$ cat config.mk
export PLATFORM = sky130hd
export DESIGN_NAME = piso_serializer
export DESIGN_NICKNAME = d
export VERILOG_FILES = /design/src/rtl/piso_serializer.sv
export SDC_FILE = /design/constraint.sdc
export NUM_CORES = 1
export LEC_CHECK = 0
export ABC_AREA = 1
export BUFFER_PORTS_ARGS = -buffer_cell sky130_fd_sc_hd__buf_2
export CAP_MARGIN = 5
export CORE_MARGIN = 2
export CORE_UTILIZATION = 50
export CTS_CLUSTER_SIZE = 25
export DETAILED_ROUTE_END_ITERATION = 8
export PLACE_DENSITY = 0.76
export REMOVE_ABC_BUFFERS = 1
export SYNTH_ARGS = -nofsm -noshare
export SYNTH_HDL_FRONTEND = slang
export SYNTH_SLANG_ARGS = --single-unit
export TNS_END_PERCENT = 1
$ cat constraint.sdc
create_clock -name clk -period 1.7 [get_ports clk]
set_input_delay 0.17 -clock clk [delete_from_list [all_inputs] [get_ports clk]]
set_output_delay 0.17 -clock clk [all_outputs]
set_load 0.05 [all_outputs]
$ cat src/rtl/piso_serializer.sv
// Parallel-in, serial-out transmitter: accepts a WIDTH-bit word on a valid/ready
// handshake and shifts it out MSB- or LSB-first, one bit per unpaused cycle.
module piso_serializer #(
    parameter int WIDTH = 8
) (
    input  logic             clk,
    input  logic             reset,
    input  logic             load_valid,
    output logic             load_ready,
    input  logic [WIDTH-1:0] load_data,
    input  logic             load_dir,
    input  logic             shift_pause,
    output logic             shift_out,
    output logic             shift_en,
    output logic             frame_done,
    output logic             busy,
    output logic             state_dbg
);

    localparam int CW = (WIDTH > 1) ? $clog2(WIDTH) : 1;
    localparam logic [CW-1:0] LAST = CW'(WIDTH - 1);

    typedef enum logic {
        IDLE  = 1'b0,
        SHIFT = 1'b1
    } state_e;

    state_e           state, state_next;
    logic [CW-1:0]    count, count_next;
    logic [WIDTH-1:0] data_q, data_next;
    logic             dir_q, dir_next;
    logic             last_bit;
    logic             accept;
    logic [CW-1:0]    msb_idx;

    // Handshake: a word transfers on any rising edge where load_valid && load_ready.
    // load_ready never depends on load_valid; the producer holds the word until taken.
    always_comb begin
        state_next = state;
        count_next = count;
        data_next  = data_q;
        dir_next   = dir_q;
        last_bit   = (state == SHIFT) && (count == LAST) && !shift_pause;
        load_ready = (state == IDLE) || last_bit;
        accept     = load_valid && load_ready;

        case (state)
            IDLE: begin
                if (accept) begin
                    state_next = SHIFT;
                    count_next = '0;
                    data_next  = load_data;
                    dir_next   = load_dir;
                end
            end
            SHIFT: begin
                if (!shift_pause) begin
                    if (count == LAST) begin
                        count_next = '0;
                        // Loading in the last-bit cycle keeps shift_en contiguous across words.
                        if (accept) begin
                            data_next = load_data;
                            dir_next  = load_dir;
                        end else begin
                            state_next = IDLE;
                        end
                    end else begin
                        count_next = count + 1'b1;
                    end
                end
            end
            default: state_next = IDLE;
        endcase
    end

    always_ff @(posedge clk) begin
        if (reset) begin
            state  <= IDLE;
            count  <= '0;
            data_q <= '0;
            dir_q  <= 1'b0;
        end else begin
            state  <= state_next;
            count  <= count_next;
            data_q <= data_next;
            dir_q  <= dir_next;
        end
    end

    // shift_out is selected only from registered state, never from load_*.
    always_comb begin
        msb_idx    = LAST - count;
        busy       = (state == SHIFT);
        shift_en   = (state == SHIFT) && !shift_pause;
        frame_done = last_bit;
        state_dbg  = state;
        shift_out  = 1'b0;
        if (state == SHIFT) begin
            shift_out = dir_q ? data_q[msb_idx] : data_q[count];
        end
    end

endmodule

==> impl_metrics.env, run 1 <==
export IMPL_outcome="finished, final reports clean"
export IMPL_hold_ws_ns=0.05553
export IMPL_area_delta_synth_final_pct=20.34
export IMPL_clk_latency_ns=0.28
export IMPL_rr_endpoint="data_q[6]"
export IMPL_coreArea_um2=1334
export IMPL_power_per_cell_area_nw_per_um2=791.1
export IMPL_die_h_um=42.10
export IMPL_synth_xor_area_share=0
export IMPL_peakVddDrop_v=0.0005123
export IMPL_max_freq_mhz=620.4
export IMPL_synth_top_area_frac=0.3586
export IMPL_p_int_mw=0.4681
export IMPL_synth_common_cells="26 x nand2_1, 15 x inv_1, 13 x dfxtp_1"
export IMPL_final_max_slew_violation_count=0
export IMPL_gp_congestion=0.7651
export IMPL_synthTopCellsByArea="dfxtp_1 36%, nand2_1 13%, nand3_1 8.3%, inv_1 7.8%, a21oi_1 7.6%"
export IMPL_timing_max_cap_violations=0
export IMPL_avgSynthCellArea_um2=6.911
export IMPL_wire_per_inst_um=10.32
export IMPL_antenna_found_initial=0
export IMPL_yosys_area_share_adder=0.03448
export IMPL_nets=140
export IMPL_crit_type="reg2out"
export IMPL_seq_area_frac_synth=0.3586
export IMPL_min_path_type="in2reg"
export IMPL_ctsRootBufferMaster="clkbuf_4"
export IMPL_fin_ws_ns=0.08816
export IMPL_worstPathMaxFanout=7
export IMPL_io_buffers=18
export IMPL_placed_cell_area_um2=812.0
export IMPL_ant_nets=0
export IMPL_totalPowerFinal_mw=0.6909
export IMPL_cts_resized=4
export IMPL_nFillCells=139
export IMPL_relSlewSlack=0.7937
export IMPL_critPathLaunchType="flop"
export IMPL_vias=677
export IMPL_dp_hpwl_um=1027
export IMPL_grt_pass1_wl_um=2518
export IMPL_num_antenna_cells=0
export IMPL_htreeDepth=1
export IMPL_cts_hold_buffers=0
export IMPL_rsz0062_at_grt="yes"
export IMPL_fin_util=0.6548
export IMPL_synth_mux_area_fraction=0
export IMPL_synth_edf_count=0
export IMPL_first_iter_violations=3
export IMPL_drc=0
export IMPL_cp_data_arrival_time_ns=1.44
export IMPL_synth_ff_type="dfxtp_1"
export IMPL_clock_sinks=13
export IMPL_synth_seq_cells=13
export IMPL_cts_buffers_inserted=3
export IMPL_synth_cell_area_um2=725.7
export IMPL_setup_viol=0
export IMPL_dpl_cell_count=135
export IMPL_grt_pass1_vias=621
export IMPL_worst_r2r_cell_count=7
export IMPL_grt_max_degree=19
export IMPL_place_ws_ns=0.1219
export IMPL_p_switching_mw=0.2227
export IMPL_postCtsSetupRepairBufs=0
export IMPL_register_area_um2=267.8
export IMPL_fin_setup_tns_ns=0
export IMPL_p_leak_nw=0.4326
export IMPL_routed_wl_um=1435
export IMPL_synth_warnings=0
export IMPL_via_per_inst=4.871
export IMPL_power_frac_seq=0.484
export IMPL_skew_ns=0.001158
export IMPL_ys_async_sr_fraction=0
export IMPL_multi_input_area_um2=370.4
export IMPL_worst_pin_slew_ns=0.3091
export IMPL_ios=19
export IMPL_stdcell_count=139
export IMPL_drt_first_pass_iters=4
export IMPL_synth_most_common_cell="nand2_1"
export IMPL_critPathCaptureType="primary output"
export IMPL_grt_usage=0.1804
export IMPL_clock_power_share=0.280
export IMPL_synth_area_leader_cell="dfxtp_1"
export IMPL_whs_endpoint="count[1]"
export IMPL_reg2reg_from="count[1]"
export IMPL_cp_required_ns=1.53
export IMPL_fp_dieW_um=42.10
export IMPL_finalInstanceArea_um2=873.3
export IMPL_grt_overflow_total=0
export IMPL_reg2reg_setup_slack_ns=0.21
export IMPL_postSynthCellCount=105
export IMPL_rows=13
export IMPL_switching_share=0.3224
export IMPL_cts_buffer_depth=2
export IMPL_synth_distinct_cells=19
export IMPL_hold_violations=0
export IMPL_post_route_min_period_ns=1.612
export IMPL_synth_compound_area_frac=0.2086
export IMPL_start_util=0.5441
export IMPL_synth_top_family_by_area="simple AND/OR/NAND/NOR gates"
export IMPL_hold_depth=2
export IMPL_period_share=0.9481
export IMPL_dieArea_um2=1772
export IMPL_drive_gt1_frac=0.3065
export IMPL_synth_simple_gate_area_frac=0.2569
export IMPL_crit_start="count[1]"
export IMPL_cts_tree="yes"
export IMPL_hold_path_startpoint="reset"
export IMPL_clkTransAtPathRegs_ns=0.08
export IMPL_combPwrFrac=0.236
worst max path at each step:
| stage | to | slack [ns] |
|---|---|---|
| 2_1_floorplan | frame_done | -0.65 |
| 3_3_place_gp | data_q[6] | 0.18 |
| 3_5_place_dp | data_q[6] | 0.12 |
| 4_1_cts | frame_done | 0.01 |
| 5_1_grt | shift_out | -0.008 |
| 6_report | load_ready | 0.09 |
sequential cells by signal, indices dropped and copies added (netlist names):
name and flops:
data_q 8, count 3, busy 1, dir_q 1
placed cells by master (no fill, tap or decap):
cell      Yosys  final
a21oi_1      11     11
clkinv_2      1      2
or2_4         1      1
nand2_1      26     26
nand2_4       1      1
nor2_2        0      1
o21ai_2       2      2
a21oi_2       2      2
nor3_2        0      1
o21ai_0       9      9
buf_6         1      3
buf_4         2      1
dfxtp_1      13     11
nand3_1      12     12
buf_2         0     15
clkbuf_4      0      3
inv_2         3      3
ha_1          2      2
inv_1        15     15
o21ai_4       1      1
dfxtp_4       0      2
area by class of cell:
cell class,count,area share
Clock buffer,3,0.02579
Clock inverter,1,0.005731
Inverter,19,0.08309
Multi-Input combinational cell,69,0.4241
Sequential cell,13,0.3066
Tap cell,15,0.02149
Timing Repair Buffer,19,0.1332
worst max-delay path: stages, from the launching register on:
cell     delay [ns]
dfxtp_4        0.39
ha_1           0.15
ha_1           0.19
inv_2          0.07
o21ai_4        0.18
buf_6          0.19
logic make-up after synthesis:
| kind of cell | count (synthesis) |
|---|---|
| compound gates | 25 |
| flops | 13 |
| buf+inv | 23 |
| fa+ha+maj | 2 |
| simple gates | 42 |
power groups by stage:
stage | Clock (mW) | Combinational, mW | Sequential, mW
after floorplan | 0 | 0.102 | 0.354
after global placement | 0 | 0.153 | 0.342
after detailed placement | 0 | 0.155 | 0.343
after CTS | 0.203 | 0.157 | 0.337
after global routing | 0.212 | 0.184 | 0.337
final | 0.194 | 0.163 | 0.334
per-layer routing:
metal / track usage / vias up / wire, µm
li1: - / 371 / -
met1: 0.2196 / 295 / 643
met2: 0.3156 / 9 / 729
met3: 0.03879 / 2 / 46
met4: 0.05625 / 0 / 15
met5: 0 / - / 0
Power figures use the tool's default switching activity.
==> run 2, diff against run 1 <==
Settings changed: CORE_MARGIN 2 to 5.
Clock period 1.7 ns to 1.6 ns, I/O delays scaled along.
==> run 2 against run 1 <==
Compared with the run above:
- the run now ends with setup timing left
- clock-buffer cell count increased by 1
- global-route usage decreased by 0.90 points
- clock power increased by 11%
- non-clock buffer count increased by 4
- clock skew increased by 0.0025 ns
- utilization increased by 12 points
- cell count increased by 2.9%
- total power increased by 14%
- register-to-register slack got worse by 0.06 ns
- die area increased by 31%
- design area increased by 19%
==> impl_metrics.env, run 2 (synthesis results as in run 1) <==
export IMPL_dpl_cell_count=136
export IMPL_fin_ws_ns=-0.007499
export IMPL_critPathCaptureType="primary output"
export IMPL_clkTransAtPathRegs_ns=0.09
export IMPL_wire_per_inst_um=13.64
export IMPL_htreeDepth=1
export IMPL_final_max_slew_violation_count=0
export IMPL_area_delta_synth_final_pct=42.76
export IMPL_outcome="finished, violations left"
export IMPL_io_buffers=18
export IMPL_fp_dieW_um=48.10
export IMPL_clock_sinks=13
export IMPL_finalInstanceArea_um2=1036
export IMPL_grt_pass1_wl_um=2684
export IMPL_cts_tree="yes"
export IMPL_cp_data_arrival_time_ns=1.45
export IMPL_mostFrequentLayoutCell="nand2_1"
export IMPL_grt_max_degree=19
export IMPL_largest_reg_flops=8
export IMPL_drc=0
export IMPL_power_per_cell_area_nw_per_um2=762.6
export IMPL_final_cell_mix="21 x nand2_1, 15 x buf_2, 14 x inv_1, 11 x nand3_2, 10 x a21oi_1"
export IMPL_gp_congestion=0.7395
export IMPL_fin_setup_tns_ns=-0.007499
export IMPL_stdcell_count=143
export IMPL_rows=13
export IMPL_critPathLaunchType="flop"
export IMPL_worst_r2r_cell_count=7
export IMPL_cts_buffer_depth=2
export IMPL_reg_largest_list="data_q (8), count (3)"
export IMPL_die_h_um=48.10
export IMPL_vias=743
export IMPL_max_freq_mhz=622.1
export IMPL_worstPathMaxFanout=5
export IMPL_cp_required_ns=1.44
export IMPL_violations="setup timing"
export IMPL_setup_viol=1
export IMPL_skew_ns=0.003703
export IMPL_grt_pass1_vias=636
export IMPL_drive_gt1_frac=0.4922
export IMPL_peakVddDrop_v=0.0005026
export IMPL_first_iter_violations=32
export IMPL_num_antenna_cells=0
export IMPL_via_per_inst=5.196
export IMPL_antenna_found_initial=0
export IMPL_place_ws_ns=0.06612
export IMPL_ios=19
export IMPL_grt_usage=0.1713
export IMPL_post_route_min_period_ns=1.607
export IMPL_relSlewSlack=0.8125
export IMPL_dieArea_um2=2313
export IMPL_placed_cell_area_um2=819.5
export IMPL_coreArea_um2=1334
export IMPL_min_path_type="in2reg"
export IMPL_ctsRootBufferMaster="clkbuf_4"
export IMPL_ant_nets=0
export IMPL_hold_violations=0
export IMPL_cts_hold_buffers=0
export IMPL_clk_latency_ns=0.28
export IMPL_top_register="data_q"
export IMPL_period_share=1.005
export IMPL_start_util=0.5441
export IMPL_routed_wl_um=1950
export IMPL_dp_hpwl_um=1188
export IMPL_cts_buffers_inserted=3
export IMPL_worst_pin_slew_ns=0.2810
export IMPL_hold_depth=2
export IMPL_nets=144
export IMPL_p_leak_nw=0.4864
export IMPL_timing_max_cap_violations=0
export IMPL_fin_util=0.7767
export IMPL_drt_first_pass_iters=4
export IMPL_rsz0062_at_grt="yes"
export IMPL_grt_overflow_total=0
export IMPL_crit_type="reg2out"
==> run 2: cell count changes in the layout (fill, tap and decap cells not counted), sizes merged <==
cell    previous run  this run
buf               19        23
clkinv             2         1
clkbuf             3         4
==> run 2: path summary, 6_finish.rpt <==
check	startpoint	slack (ns)	endpoint
worst max-delay path	count[0]	-0.007	shift_out
worst min-delay path	reset	0.05	count[1]
worst max register to register	count[0]	0.15	data_q[6]
worst min register to register	data_q[4]	0.50	data_q[4]
==> run 2: routing by layer <==
layer,vias up,global-route usage,share of wire
met5,-,0,0
met4,0,0.1129,0.012
met3,2,0.03690,0.047
met2,21,0.2691,0.53
met1,338,0.2094,0.41
li1,382,-,-
==> run 2: timing repair <==
| item | 4_1_cts | 5_1_grt |
|---|---|---|
| pin swaps | 1 | 11 |
| setup endpoints to repair | 3 | 4 |
| resized for setup | 15 | 30 |
| buffers inserted | 1 | 2 |
| cloned | 0 | 0 |
==> run 2: stage by stage <==
step	hold WS (ns)	total power, mW
floorplan	0.2291	0.4841
global placement	0.3483	0.5270
detailed placement	0.3586	0.5324
CTS	0.05459	0.7504
global route	0.06477	0.8235
finish	0.05014	0.7900
==> run 2: worst max-delay path, cell delays in order, from the launching register on <==
cell and delay, ns:
dfxtp_4 0.42, buf_6 0.14, nand2_1 0.08, nand3_2 0.08, nand3_2 0.06, a21oi_2 0.17, nor2_2 0.06, buf_6 0.15
==> run 2: area by class of cell <==
class	instances	area, µm²
Timing Repair Buffer	23	157.7
Clock buffer	4	26.28
Inverter	19	82.58
Sequential cell	13	267.8
Tap cell	15	18.77
Multi-Input combinational cell	69	483.0
Fill cell	91	297.8
==> run 2: power by group <==
group / leakage, nW / internal [mW] / switching [mW]
clock: 0.0150 / 0.0969 / 0.118
combinational: 0.362 / 0.0770 / 0.140
sequential: 0.109 / 0.345 / 0.0133
total: 0.486 / 0.519 / 0.271
==> run 3, diff against run 2 <==
Settings changed: SKIP_LAST_GASP set to 1.
==> run 3 against run 2 <==
Compared with the run above:
- combinational power about the same
- design area decreased by 0.36%
- the run still ends with setup timing left
- total power decreased by 0.27%
- clock-buffer cell count unchanged
- clock power about the same
- via count decreased by 0.40%
==> impl_metrics.env, run 3 (synthesis results as in run 1) <==
export IMPL_outcome="finished, violations left"
export IMPL_violations="setup timing"
export IMPL_die_h_um=48.10
export IMPL_vias=740
export IMPL_timing_max_cap_violations=0
export IMPL_clock_sinks=13
export IMPL_dp_hpwl_um=1188
export IMPL_io_buffers=18
export IMPL_multi_input_area_um2=483.0
export IMPL_critPathCaptureType="primary output"
export IMPL_clk_latency_ns=0.28
export IMPL_crit_start="count[0]"
export IMPL_place_ws_ns=0.06612
export IMPL_htreeDepth=1
export IMPL_setup_viol=1
export IMPL_hold_violations=0
export IMPL_mostFrequentLayoutCell="nand2_1"
export IMPL_drive_gt1_frac=0.4844
export IMPL_cts_tree="yes"
export IMPL_final_cell_mix="21 x nand2_1, 15 x buf_2, 14 x inv_1, 11 x nand3_2"
export IMPL_reg2reg_setup_slack_ns=0.14
export IMPL_totalPowerFinal_mw=0.7879
export IMPL_cp_required_ns=1.44
export IMPL_crit_type="reg2out"
export IMPL_post_route_min_period_ns=1.608
export IMPL_cts_buffers_inserted=3
export IMPL_fp_dieW_um=48.10
export IMPL_rsz0062_at_grt="yes"
export IMPL_ios=19
export IMPL_routed_wl_um=1897
export IMPL_clkTransAtPathRegs_ns=0.09
export IMPL_coreArea_um2=1334
export IMPL_grt_max_degree=19
export IMPL_nets=144
export IMPL_drt_first_pass_iters=4
export IMPL_register_area_um2=266.5
export IMPL_ant_nets=0
export IMPL_power_per_cell_area_nw_per_um2=763.2
export IMPL_gp_congestion=0.7395
export IMPL_largest_reg_flops=8
export IMPL_nFillCells=93
export IMPL_rr_endpoint="data_q[6]"
export IMPL_cts_buffer_depth=2
export IMPL_dieArea_um2=2313
export IMPL_ctsRootBufferMaster="clkbuf_4"
export IMPL_worst_r2r_cell_count=7
export IMPL_min_path_type="in2reg"
export IMPL_drc=0
export IMPL_finalInstanceArea_um2=1032
export IMPL_first_iter_violations=44
export IMPL_worstPathMaxFanout=5
export IMPL_reg_largest_list="data_q (8), count (3)"
export IMPL_num_antenna_cells=0
export IMPL_placed_cell_area_um2=819.5
export IMPL_cp_data_arrival_time_ns=1.45
export IMPL_fin_ws_ns=-0.008058
export IMPL_skew_ns=0.003732
export IMPL_wire_per_inst_um=13.27
export IMPL_reg2reg_from="count[0]"
export IMPL_fin_util=0.7739
export IMPL_crit_path_end="shift_out"
export IMPL_max_freq_mhz=621.9
export IMPL_grt_usage=0.1691
export IMPL_cts_hold_buffers=0
export IMPL_antenna_found_initial=0
export IMPL_relSlewSlack=0.8102
export IMPL_top_register="data_q"
export IMPL_rows=13
export IMPL_p_leak_nw=0.4853
export IMPL_hold_ws_ns=0.05040
export IMPL_grt_pass1_vias=635
export IMPL_critPathLaunchType="flop"
export IMPL_start_util=0.5441
export IMPL_grt_pass1_wl_um=2663
export IMPL_peakVddDrop_v=0.0005115
export IMPL_worst_pin_slew_ns=0.2844
export IMPL_grt_overflow_total=0
export IMPL_final_max_slew_violation_count=0
export IMPL_area_delta_synth_final_pct=42.24
export IMPL_via_per_inst=5.175
export IMPL_period_share=1.005
run 3: cell types whose count changed in the layout (fill, tap and decap cells not counted):
cell,delta
inv_2,+1
dfxtp_2,-1
inv_4,-1
dfxtp_1,+1
run 3: worst min path at each step:
stage	start	to	slack [ns]	depth (start not counted)
after floorplan	reset	count[1]	0.23	1
after global placement	reset	count[1]	0.35	2
after detailed placement	reset	count[2]	0.36	2
after CTS	reset	count[1]	0.05	2
after global routing	reset	count[2]	0.06	2
final	reset	count[1]	0.05	2
run 3: timing repair:
item	4_1_cts	5_1_grt
resized for setup	14	29
setup buffers	1	2
cloned	0	0
pin swaps	1	10
endpoints found under the setup margin	3	3
run 3: critical path: stages (launching register included):
cell and delay, ns:
dfxtp_4 0.42, buf_6 0.14, nand2_1 0.08, nand3_2 0.08, nand3_2 0.06, a21oi_2 0.17
nor2_2 0.06, buf_6 0.15
run 3: metrics by stage:
stage               cells  setup TNS [ns]
floorplan             101          -3.881
detailed placement    136               0
global placement      136               0
finish                143       -0.008058
global route          143         -0.1199
CTS                   141        -0.02036
run 3: report_power, final:
| group | leakage, nW | internal [mW] | switching (mW) |
|---|---|---|---|
| Combinational | 0.361 | 0.0769 | 0.139 |
| Clock | 0.0150 | 0.0969 | 0.117 |
| Sequential | 0.109 | 0.345 | 0.0132 |
| Total | 0.485 | 0.519 | 0.269 |
run 3: area by class of cell:
cell class	count	area share
Clock buffer	4	0.02545
Multi-Input combinational cell	69	0.4679
Tap cell	15	0.01818
Inverter	19	0.07758
Timing Repair Buffer	23	0.1527
Sequential cell	13	0.2582
run 3: per-layer routing:
layer  global-route usage  up-vias  part of all wire
met4               0.1129        0             0.013
met2               0.2639       23              0.53
li1                     -      381                 -
met5                    0        -                 0
met1               0.2071      334              0.41
met3              0.03690        2             0.047
